<file path="src/rtl/lcd_pkg.sv">
// Shared constants, receiver state encoding and pixel helper for the LCD DE-mode path.
package lcd_pkg;

  localparam int LCD_WIDTH  = 640;
  localparam int LCD_HEIGHT = 480;
  localparam int H_BLANKING = 160;
  localparam int V_BLANKING = 45;
  localparam int LCD_CW     = 10;

  localparam logic [1:0] ST_SEARCH = 2'd0;
  localparam logic [1:0] ST_VBLANK = 2'd1;
  localparam logic [1:0] ST_LINE   = 2'd2;
  localparam logic [1:0] ST_HBLANK = 2'd3;

  function automatic logic [15:0] rgb_sum(input logic [23:0] p);
    return {8'h00, p[23:16]} + {8'h00, p[15:8]} + {8'h00, p[7:0]};
  endfunction

endpackage

</file>
<file path="src/rtl/lcd_rx_gap_detector.sv">
// Saturating count of consecutive DE-low samples; gap_hit marks the sample that
// brings the count to THRESH, so it fires exactly once per blanking gap.
module lcd_rx_gap_detector #(
  parameter int THRESH = 1000
) (
  input  logic clk,
  input  logic rst_n,
  input  logic de,
  output logic gap_hit
);

  localparam int GW = $clog2(THRESH + 1);
  localparam logic [GW-1:0] SAT_VAL = GW'(THRESH);
  localparam logic [GW-1:0] HIT_VAL = GW'(THRESH - 1);

  logic [GW-1:0] cnt;

  // Low-run counter, cleared by any active sample.
  always_ff @(posedge clk or negedge rst_n) begin
    if (!rst_n) begin
      cnt <= '0;
    end else if (de) begin
      cnt <= '0;
    end else if (cnt != SAT_VAL) begin
      cnt <= cnt + GW'(1);
    end
  end

  // Hit on the low sample that completes the threshold.
  always_comb begin
    gap_hit = 1'b0;
    if (!de && (cnt == HIT_VAL)) begin
      gap_hit = 1'b1;
    end else begin
      gap_hit = 1'b0;
    end
  end

endmodule

</file>
<file path="src/rtl/lcd_de_rx.sv">
// DE-only RGB receiver: recovers frame/line timing, coordinates and geometry errors.
// Optional frame checksum enabled by defining LCD_RX_CHECKSUM_EN.
module lcd_de_rx
  import lcd_pkg::*;
#(
  parameter int EXP_WIDTH     = LCD_WIDTH,
  parameter int EXP_HEIGHT    = LCD_HEIGHT,
  parameter int VBLANK_THRESH = 1000,
  parameter int CW            = LCD_CW
) (
  input  logic          clk,
  input  logic          rst_n,
  input  logic          de,
  input  logic [23:0]   rgb_in,
  output logic          pix_valid,
  output logic [23:0]   pix_rgb,
  output logic [CW-1:0] pix_x,
  output logic [CW-1:0] pix_y,
  output logic          sof,
  output logic          line_done,
  output logic          frame_done,
  output logic [CW-1:0] meas_width,
  output logic [CW-1:0] meas_height,
  output logic          err_line,
  output logic          err_frame,
  output logic          locked,
  output logic [15:0]   frame_sum
);

  localparam logic [CW-1:0] CNT_MAX = {CW{1'b1}};
  localparam logic [CW-1:0] EXP_W   = CW'(EXP_WIDTH);
  localparam logic [CW-1:0] EXP_H   = CW'(EXP_HEIGHT);

  logic [1:0]    state;
  logic [CW-1:0] x;
  logic [CW-1:0] y;
  logic          frame_bad;
  logic          gap_hit;

  function automatic logic [CW-1:0] sat_inc(input logic [CW-1:0] v);
    if (v == CNT_MAX) begin
      return v;
    end else begin
      return v + CW'(1);
    end
  endfunction

  lcd_rx_gap_detector #(
    .THRESH (VBLANK_THRESH)
  ) u_gap (
    .clk     (clk),
    .rst_n   (rst_n),
    .de      (de),
    .gap_hit (gap_hit)
  );

  // Receiver FSM with registered pixel, strobe and measurement outputs.
  always_ff @(posedge clk or negedge rst_n) begin
    if (!rst_n) begin
      state       <= ST_SEARCH;
      x           <= '0;
      y           <= '0;
      frame_bad   <= 1'b0;
      pix_valid   <= 1'b0;
      pix_rgb     <= 24'h000000;
      pix_x       <= '0;
      pix_y       <= '0;
      sof         <= 1'b0;
      line_done   <= 1'b0;
      frame_done  <= 1'b0;
      meas_width  <= '0;
      meas_height <= '0;
      err_line    <= 1'b0;
      err_frame   <= 1'b0;
      locked      <= 1'b0;
    end else begin
      pix_valid  <= 1'b0;
      pix_rgb    <= 24'h000000;
      sof        <= 1'b0;
      line_done  <= 1'b0;
      frame_done <= 1'b0;
      err_line   <= 1'b0;
      err_frame  <= 1'b0;
      case (state)
        ST_SEARCH: begin
          if (gap_hit) begin
            state <= ST_VBLANK;
          end
        end
        ST_VBLANK: begin
          if (de) begin
            state     <= ST_LINE;
            pix_valid <= 1'b1;
            pix_rgb   <= rgb_in;
            pix_x     <= '0;
            pix_y     <= '0;
            sof       <= 1'b1;
            x         <= CW'(1);
            y         <= '0;
            frame_bad <= 1'b0;
          end
        end
        ST_LINE: begin
          if (de) begin
            pix_valid <= 1'b1;
            pix_rgb   <= rgb_in;
            pix_x     <= x;
            pix_y     <= y;
            x         <= sat_inc(x);
          end else begin
            state      <= ST_HBLANK;
            line_done  <= 1'b1;
            meas_width <= x;
            x          <= '0;
            y          <= sat_inc(y);
            if (x != EXP_W) begin
              err_line  <= 1'b1;
              locked    <= 1'b0;
              frame_bad <= 1'b1;
            end
          end
        end
        ST_HBLANK: begin
          if (de) begin
            state     <= ST_LINE;
            pix_valid <= 1'b1;
            pix_rgb   <= rgb_in;
            pix_x     <= '0;
            pix_y     <= y;
            x         <= CW'(1);
          end else if (gap_hit) begin
            state       <= ST_VBLANK;
            frame_done  <= 1'b1;
            meas_height <= y;
            if (y != EXP_H) begin
              err_frame <= 1'b1;
              locked    <= 1'b0;
            end else begin
              locked <= ~frame_bad;
            end
          end
        end
        default: begin
          state <= ST_SEARCH;
        end
      endcase
    end
  end

`ifdef LCD_RX_CHECKSUM_EN
  logic        take_first;
  logic        take_pix;
  logic        take_end;
  logic [15:0] acc;

  // Decode the FSM transitions that drive the accumulator.
  always_comb begin
    take_first = 1'b0;
    take_pix   = 1'b0;
    take_end   = 1'b0;
    if (de) begin
      take_first = (state == ST_VBLANK);
      take_pix   = (state == ST_LINE) || (state == ST_HBLANK);
    end else begin
      take_end = (state == ST_HBLANK) && gap_hit;
    end
  end

  // Per-frame channel-sum accumulator, restarted by the first pixel of a frame.
  always_ff @(posedge clk or negedge rst_n) begin
    if (!rst_n) begin
      acc       <= 16'h0000;
      frame_sum <= 16'h0000;
    end else begin
      if (take_first) begin
        acc <= rgb_sum(rgb_in);
      end else if (take_pix) begin
        acc <= acc + rgb_sum(rgb_in);
      end
      if (take_end) begin
        frame_sum <= acc;
      end
    end
  end
`else
  assign frame_sum = 16'h0000;
`endif

endmodule

</file>
<file path="config.mk">
export PLATFORM = sky130hd
export DESIGN_NAME = lcd_de_rx
export DESIGN_NICKNAME = d
export VERILOG_FILES = /design/src/rtl/lcd_pkg.sv /design/src/rtl/lcd_rx_gap_detector.sv /design/src/rtl/lcd_de_rx.sv
export SDC_FILE = /design/constraint.sdc
export NUM_CORES = 1
export LEC_CHECK = 0
export ABC_AREA = 1
export BUFFER_PORTS_ARGS = -buffer_cell sky130_fd_sc_hd__buf_4
export CORE_MARGIN = 5
export CORE_UTILIZATION = 57
export DETAILED_ROUTE_END_ITERATION = 10
export GPL_TIMING_DRIVEN = 0
export PLACE_DENSITY = 0.85
export SYNTH_ARGS = -nofsm -noshare
export SYNTH_HDL_FRONTEND = slang
export SYNTH_SLANG_ARGS = --single-unit
</file>
<file path="constraint.sdc">
create_clock -name clk -period 2.45 [get_ports clk]
set_input_delay 0.3675 -clock clk [delete_from_list [all_inputs] [get_ports clk]]
set_output_delay 0.3675 -clock clk [all_outputs]
set_load 0.1 [all_outputs]
</file>
# ---- Word level (Yosys, flattened, before mapping)
# Cells that the tools add are included.
dict set report classes {
  shift 0
  reduce_logical 20
  magnitude_cmp 0
  n_mul 0
  add_sub_neg 3
  bitwise 2
  eq_ne 19
  n_mux 47
  n_div 0
}
# op count
set ops {}
lappend ops {{two-way mux 10 bit} 10}
lappend ops {{one-hot mux 10 bit (2 select lines)} 4}
lappend ops {{two-way mux 24 bit} 2}
lappend ops {{adder 10 x 1 -> 10 bit, second input constant} 3}
lappend ops {{== test 10 bit, second input constant} 3}
lappend ops {{two-way mux 1 bit} 24}
lappend ops {{!= test 10 bit, second input constant} 2}
lappend ops {{!= test 2 bit, second input constant} 7}
lappend ops {{AND reduction 3 bit} 4}
lappend ops {{!= test 10 x 9 -> 1 bit, second input constant} 1}
lappend ops {{nonzero test 2 bit} 5}
lappend ops {{two-way mux 2 bit} 4}
lappend ops {{one-hot mux 2 bit (4 select lines)} 1}
lappend ops {{AND reduction 4 bit} 2}
lappend ops {{AND reduction 5 bit} 1}
lappend ops {{== test 2 bit, second input constant} 2}
lappend ops {{!= test 2 x 1 -> 1 bit, second input constant} 2}
lappend ops {{one-hot mux 1 bit (2 select lines)} 2}
lappend ops {{AND reduction 2 bit} 2}
lappend ops {{OR reduction 2 bit} 2}
lappend ops {{!= test 3 bit, second input constant} 1}
lappend ops {{OR reduction 3 bit} 1}
lappend ops {{== test 2 x 1 -> 1 bit, second input constant} 1}
lappend ops {{zero test 2 bit} 1}
lappend ops {{other kinds (3)} 4}
dict set report word_totals {
  rom_bits 0
  n_memories 0
  output_inout_bits 87
  elab_cells 108
  register_bits 104
  latchBits 0
  input_bits 27
  ram_bits 0
}

# ---- Logic depth before layout (Yosys ltp)
# Gate-level depths: netlist of the first run.
dict set report logic_depth {
  word_depth 6
  depth_mapped 10
  mapped_depth_nobuf 9
}

# ---- Cells and area by module
# From an unflattened synthesis of the first run, not the netlist that was laid out.
dict set report unflattened {
  cells_unflattened 533
  hier_area_um2 4685.7
}
# module n_inst area_per_inst_um2 seq_area_each_um2 cells_per_inst
set by_module_without_submodules {}
lappend by_module_without_submodules {lcd_de_rx 1 4078.9 2352.3 455}
lappend by_module_without_submodules {lcd_rx_gap_detector 1 606.8 250.2 78}

# ---- Least setup slack after synthesis of the first run
# Ideal clock, no wire load.
dict set report synth_timing {
  path_kind {register -> register}
  from {register x[0]}
  to {register x[5]}
  stages_incl_launch_ff 11
  n_path_buf 1
  required_time_ps 2374
  arrival_ps 1394
  setup_ps 76
  period_less_slack_ps 1470
  setup_slack_ps 980
  cell_sequence {dfrtp_1 ha_1 nand2_2 nor2_2 nand2_1 nor2_4 nand2_2 o21ai_4 buf_6 nand2_1 o21ai_1}
}
dict set report synth_between {
  elab_chain_len 4
  word_cells_on_any_way 7
  classes_between {add/sub: 1; eq/ne: 2; mux: 3; reduce/logical: 1}
}
# item line_no
set synth_rtl {}
lappend synth_rtl {{start, declared} lcd_de_rx.sv:35} ;# logic [CW-1:0] x;
lappend synth_rtl {{start signal, assigned} lcd_de_rx.sv:109} ;# x <= sat_inc(x);
lappend synth_rtl {{adder 10 x 1 -> 10 bit} lcd_de_rx.sv:44} ;# return v + CW'(1);
lappend synth_rtl {{two-way mux 10 bit} lcd_de_rx.sv:41} ;# if (v == CNT_MAX) begin
lappend synth_rtl {{two-way mux 10 bit} lcd_de_rx.sv:104} ;# if (de) begin
lappend synth_rtl {{one-hot mux 10 bit (2 select lines)} lcd_de_rx.sv:84} ;# case (state)
# Several ways; a longest one is shown, not always the timed one. The select of a mux whose other input is x is not followed.
# A chain may end at the register's enable or synchronous reset.

# ---- Worst setup path after layout of the first run
dict set report layout_timing {
  from {register state[0]}
  to {register pix_y[6]}
}
dict set report layout_between {
  elab_chain_len 4
  word_cells_on_any_way 9
  classes_between {eq/ne: 5; mux: 1; reduce/logical: 3}
}
# item line_no
set layout_rtl {}
lappend layout_rtl {{start, declared} lcd_de_rx.sv:34} ;# logic [1:0] state;
lappend layout_rtl {{start signal, assigned} lcd_de_rx.sv:60} ;# state <= ST_SEARCH;
lappend layout_rtl {{start signal, assigned} lcd_de_rx.sv:87} ;# state <= ST_VBLANK;
lappend layout_rtl {{start signal, assigned} lcd_de_rx.sv:92} ;# state <= ST_LINE;
lappend layout_rtl {{== test 2 bit} lcd_de_rx.sv:84}
lappend layout_rtl {{OR reduction 2 bit (no line)} n/a}
lappend layout_rtl {{!= test 2 x 1 -> 1 bit (no line) / nonzero test 2 bit (equally long branches)} n/a}
lappend layout_rtl {{AND reduction 3 bit (no line)} n/a}
lappend layout_rtl {{end signal, assigned} lcd_de_rx.sv:108} ;# pix_y <= y;
lappend layout_rtl {{end signal, assigned} lcd_de_rx.sv:129} ;# pix_y <= y;
lappend layout_rtl {{end, declared} lcd_de_rx.sv:18} ;# output logic [CW-1:0] pix_y,
# Several ways; a longest one is shown, not always the timed one.

==> metrics.csv, run 1 <==
metric;value;unit
outcome;finished clean;
Initial Utilization;58.9;%
# resized after CTS;0;
Max Slew Vio Count;0;
Worst-path clk slew;110;ps
Most common cell on crit path;o21ai_0;
Final Power;0.00385;W
Synth-to-Final Area Change;24.5;%
initial antenna violation count;0;
data arrival time at the worst-slack endpoint;2190;ps
crit path max-delay cell type;nor2_1;
Synth Warn #;0;
number of hold buffers added after CTS;0;
share of cells above drive strength 1;22.7;%
I/O pin count;114;
worst skew pair latency;380;ps
syn_area_per_cell;8.79;µm²
register bit total from synthesis;104;
final worst slack;550;ps
CP startpoint;state[0];
setup TNS;0;ps
clock period minus worst slack;1900;ps
Rows;32;
RSZ-0062 raised after global routing;false;
diode count;0;
synth unique cells;31;
CP max FO;10;
Mapped Area;4580;µm²
Sink Count;104;
CTS tree;yes;
DRT Pass-1 Iters;5;
CP Capture Type;register;
CP required;2740;ps
worst reg2reg path depth;4;
vias per cell;5.26;
Die Y;99.6;µm
post-synthesis sequential area ratio;56.8;%
Tightest Pin Transition;910;ps
CP Cell Sequence;nor2_1 -> clkbuf_1 -> o21ai_0 -> o21ai_0;
area of the multi-input gates;1650;µm²
Max Root-Sink Buffers;2;
fin crit share;77.5;%
clock skew;13.0;ps
global-route wire length before repair;19100;µm
GP Congestion;0.915;
DRT iter0 DRCs;232;
Final Cell Area;5700;µm²
CP top delay family;simple AND/OR/NAND/NOR gates;
reg2reg setup slack;550;ps
htree depth;3;
cells after synthesis;521;
R2R Path End;pix_y[6];
Setup crit start kind;register;
Placement Cell Area;5490;µm²
die area;9920;µm²
Root Driver;clkbuf_8;
Place WS;548;ps
die width;99.6;µm
drt wl/cell;15.5;µm
postcts setup bufs;0;
fill count;596;
via count;3947;
Hold WC Path Type;input port to asynchronous set/reset pin;
WS Path Type;register to register;
antenna-violating nets left;0;
Slew headroom;39.4;%
pin count of the biggest net entering global routing;105;
grt total ovfl;0;
number of maximum-capacitance violations;0;
core area;7770;µm²
routed wire length;11700;µm
vias in the first global route;3841;
crit path buf inv count;1;
DRC violations left;0;
DP Wirelength;8580;µm
CTS Buf Count;9;
Fmax;526;MHz
# nets final;677;
Static Leak;2.91;nW
Final Hold Viols;0;
CP peak stage delay;660;ps
final setup fails;0;
register area;2600;µm²
GRT Util Overall;24.1;%
PortBufs;97;
Critical R2R Launch;state[0];
Power Density;676;nW/µm²
Peak VDD IR;0.372;mV
report_power, final:
group	internal (W)	leakage [nW]	switching [W]
Clock	0.000492	0.103	0.000619
Combinational	0.000178	1.41	0.000713
Sequential	0.00179	1.39	0.0000578
Total	0.00246	2.91	0.00139
layout by cell type (no fill, tap or decap), types with 3 or more instances in the layout:
master,n
nor2_1,54
nand3_1,25
inv_1,44
o21ai_0,84
inv_6,3
dfrtp_1,104
conb_1,16
ha_1,6
buf_4,112
clkbuf_8,9
xor2_1,5
nand2_2,4
buf_1,3
clkbuf_1,12
o21ai_1,7
nand2_1,116
a21oi_1,6
nor3_1,6
nand4_1,11
layout make-up:
type	instances	area share (%)
sequential	104	45.7
multi-input combinational	351	29.0
timing repair buffer	97	12.8
buffer	33	3.40
inverter	48	3.29
clock buffer	10	2.24
tap	102	2.24
clock inverter	6	1.34
kinds of logic after synthesis:
family / share of synthesized area [%]
simple gates: 21.0
flops: 56.8
compound gates: 11.2
buf+inv: 8.34
fa+ha+maj: 1.64
xor+xnor: 0.957
other cells: 0.0819
flip-flops by register name (all words and copies together), names as in the netlist:
| signal | cells |
|---|---|
| line_done | 1 |
| frame_done | 1 |
| err_line | 1 |
| meas_height | 10 |
| locked | 1 |
| frame_bad | 1 |
| sof | 1 |
| y | 10 |
| state | 2 |
| pix_valid | 1 |
| u_gap.cnt | 10 |
| pix_rgb | 24 |
| meas_width | 10 |
| pix_x | 10 |
| x | 10 |
| err_frame | 1 |
| pix_y | 10 |
Yosys cell counts (all sizes together):
master	count	area, µm²
a21oi	7	38.8
buf	22	153
clkbuf	11	41.3
conb	1	3.75
dfrtp	104	2600
ha	6	75.1
inv	48	188
nand2	121	472
nand3	25	125
nand3b	1	7.51
nand4	11	68.8
nor2	58	238
nor3	6	30.0
nor3b	1	7.51
nor4	1	6.26
o21ai	92	472
or2	1	6.26
xor2	5	43.8
through the flow:
stage,utilization (%),hold WS (ps),std cells
floorplan,-,71.9,536
global placement,70.7,457,735
detailed placement,70.7,474,735
CTS,73.3,204,751
global route,73.4,156,751
finish,73.4,60.6,751
how the worst max path moves through the flow:
stage                           to  slack, ps  depth (start not counted)
after floorplan               x[5]        980                         10
after global placement    pix_y[8]        670                          4
after detailed placement  pix_y[5]        550                          4
after CTS                 pix_y[6]        550                          4
after global routing      pix_y[6]        380                          4
final                     pix_y[6]        550                          4
metal layers:
metal | global-route usage [%] | wire (µm) | vias up
li1 | - | - | 1899
met5 | 0 | 0 | -
met4 | 8.19 | 209 | 0
met1 | 32.6 | 4990 | 1883
met3 | 3.44 | 725 | 18
met2 | 40.0 | 5740 | 147
No activity file was read; power rests on OpenSTA's default activity.
==> run 2, diff against run 1 <==
--- a/config.mk
+++ b/config.mk
@@ -8,10 +8,10 @@
 export ABC_AREA = 1
 export BUFFER_PORTS_ARGS = -buffer_cell sky130_fd_sc_hd__buf_4
 export CORE_MARGIN = 5
-export CORE_UTILIZATION = 57
+export CORE_UTILIZATION = 48
 export DETAILED_ROUTE_END_ITERATION = 10
 export GPL_TIMING_DRIVEN = 0
-export PLACE_DENSITY = 0.85
+export PLACE_DENSITY = 0.76
 export SYNTH_ARGS = -nofsm -noshare
 export SYNTH_HDL_FRONTEND = slang
 export SYNTH_SLANG_ARGS = --single-unit
==> constraint.sdc (replaced) <==
create_clock -name clk -period 1.5 [get_ports clk]
set_input_delay 0.225 -clock clk [delete_from_list [all_inputs] [get_ports clk]]
set_output_delay 0.225 -clock clk [all_outputs]
set_load 0.1 [all_outputs]
==> run 2 against run 1 <==
  * The flow now finishes with violations (negative setup slack)
  * Via count is 2.7% higher
  * Global-route usage is 3.3 points lower
  * Clock-buffer cell count is the same
  * Total power grew 61%
  * Clock power increased by 46%
  * Wire length up 1.4%
  * Largest power group unchanged
==> metrics.csv, run 2 (synthesis gave the netlist of run 1 again) <==
metric;value;unit;change
Fin Hold WS;68.8;ps;+8.18 ps
DP Wirelength;8070;µm;-5.9%
clock period minus worst slack;1540;ps;-356 ps
CTS tree;yes;;
RSZ-0062 raised after global routing;true;;
Worst-path clk slew;100;ps;about the same
number of maximum-capacitance violations;0;;unchanged
DRT Pass-1 Iters;5;;unchanged
I/O pin count;114;;unchanged
htree depth;3;;unchanged
DRT iter0 DRCs;274;;+18%
Place WS;-342;ps;-889 ps
GRT Util Overall;20.8;%;-3.3 points
worst skew pair latency;370;ps;about the same
failing checks;negative setup slack;;
die area;11600;µm²;+17%
Die Y;108;µm;+8.1%
via count;4052;;+2.7%
diode count;0;;unchanged
CP required;1800;ps;-940 ps
Fmax;648;MHz;+23%
final setup fails;8;;+8
# nets final;699;;+3.2%
setup TNS;-116;ps;-116 ps
Static Leak;3.04;nW;+4.6%
Synth-to-Final Area Change;32.5;%;
Power Density;1020;nW/µm²;+51%
PortBufs;97;;unchanged
CTS Buf Count;9;;unchanged
DRC violations left;0;;unchanged
vias in the first global route;4025;;+4.8%
Final Hold Viols;0;;unchanged
data arrival time at the worst-slack endpoint;1840;ps;-350 ps
grt total ovfl;0;;unchanged
commonest non-fill, non-tap cell in the layout;buf_4;;
core area;9280;µm²;+20%
most frequent cells in the layout;131 x buf_4, 111 x nand2_1, 101 x dfrtp_1;;
final worst slack;-44.2;ps;-594 ps
pin count of the biggest net entering global routing;105;;unchanged
Root Driver;clkbuf_8;;
drt wl/cell;14.8;µm;-4.6%
fin crit share;103;%;+25 points
initial antenna violation count;0;;unchanged
clock skew;17.0;ps;+3.98 ps
share of cells above drive strength 1;30.0;%;+7.3 points
Peak VDD IR;0.569;mV;+53%
Rows;35;;+9.4%
CP max FO;6;;-4
Max Root-Sink Buffers;2;;unchanged
WS Path Type;register to register;;
Sink Count;104;;unchanged
CP Capture Type;register;;
routed wire length;11800;µm;+1.4%
vias per cell;5.07;;-3.5%
max FFs per register;24;;unchanged
global-route wire length before repair;19300;µm;+1.0%
Hold WC Path Type;input port to register;;
Setup crit start kind;register;;
Slew headroom;66.1;%;+27 points
Tightest Pin Transition;508;ps;-402 ps
die width;108;µm;+8.1%
Largest Register;pix_rgb;;
GP Congestion;0.901;;-1.6%
Max Slew Vio Count;0;;unchanged
antenna-violating nets left;0;;unchanged
outcome;complete, but fails checks;;
Initial Utilization;49.3;%;-9.6 points
run 2: critical path, cell delays in order, from the launching register on:
cell	delay [ps]
dfrtp_1	420
ha_2	200
nand2_2	100
nor2_4	40
nand2_2	90
nor2_4	40
buf_4	140
a21oi_4	250
nand3_1	110
nand2_1	80
run 2: final cells by class:
| class | instances | area, µm² |
|---|---|---|
| multi-input cells | 351 | 1790 |
| well taps | 129 | 161 |
| clock inverters | 5 | 38.8 |
| repair buffers | 119 | 927 |
| clock buffers | 10 | 138 |
| fillers | 761 | 3220 |
| plain buffers | 33 | 210 |
| inverters | 48 | 198 |
| flip-flops and latches | 104 | 2610 |
run 2: worst paths after layout:
kind                           start  cells after the start  slack [ps]             to
setup / recovery                x[1]                      9         -40           x[3]
hold / removal                    de                      2          70      line_done
setup reg to reg                x[1]                      9         -40           x[3]
hold reg to reg            frame_bad                      2         490      frame_bad
max in group asynchronous      rst_n                      3         640       state[1]
min in group asynchronous      rst_n                      3         430  meas_width[2]
run 2: report_power, final:
| part | internal [W] | total [W] | switching [W] |
|---|---|---|---|
| sequential | 0.00293 | 0.00304 | 0.000113 |
| combinational | 0.000352 | 0.00154 | 0.00119 |
| clock | 0.000653 | 0.00162 | 0.000968 |
run 2: per-stage QoR:
stage	total power [W]	cells	utilization, %	area, µm²
after floorplan	0.00414	536	-	4630
after global placement	0.00449	762	59.5	5520
after detailed placement	0.00451	762	59.5	5520
after CTS	0.00615	791	63.1	5860
after global routing	0.00646	799	65.3	6060
final	0.00621	799	65.3	6060
run 2: layer usage:
layer | vias up | global-route usage [%] | part of all wire, %
li1 | 1934 | - | -
met1 | 1931 | 27.5 | 42
met2 | 162 | 33.7 | 48
met3 | 25 | 4.56 | 6.7
met4 | 0 | 7.48 | 2.9
met5 | - | 0 | 0
run 2: repair_timing:
action | in CTS | in global routing
setup endpoints to repair | 89 | 65
buffers inserted | 13 | 6
gates resized for setup | 21 | 43
pin swaps | 3 | 11
hold buffers | 0 | 1
cloned | 1 | 0
endpoints found under the hold margin | 0 | 104
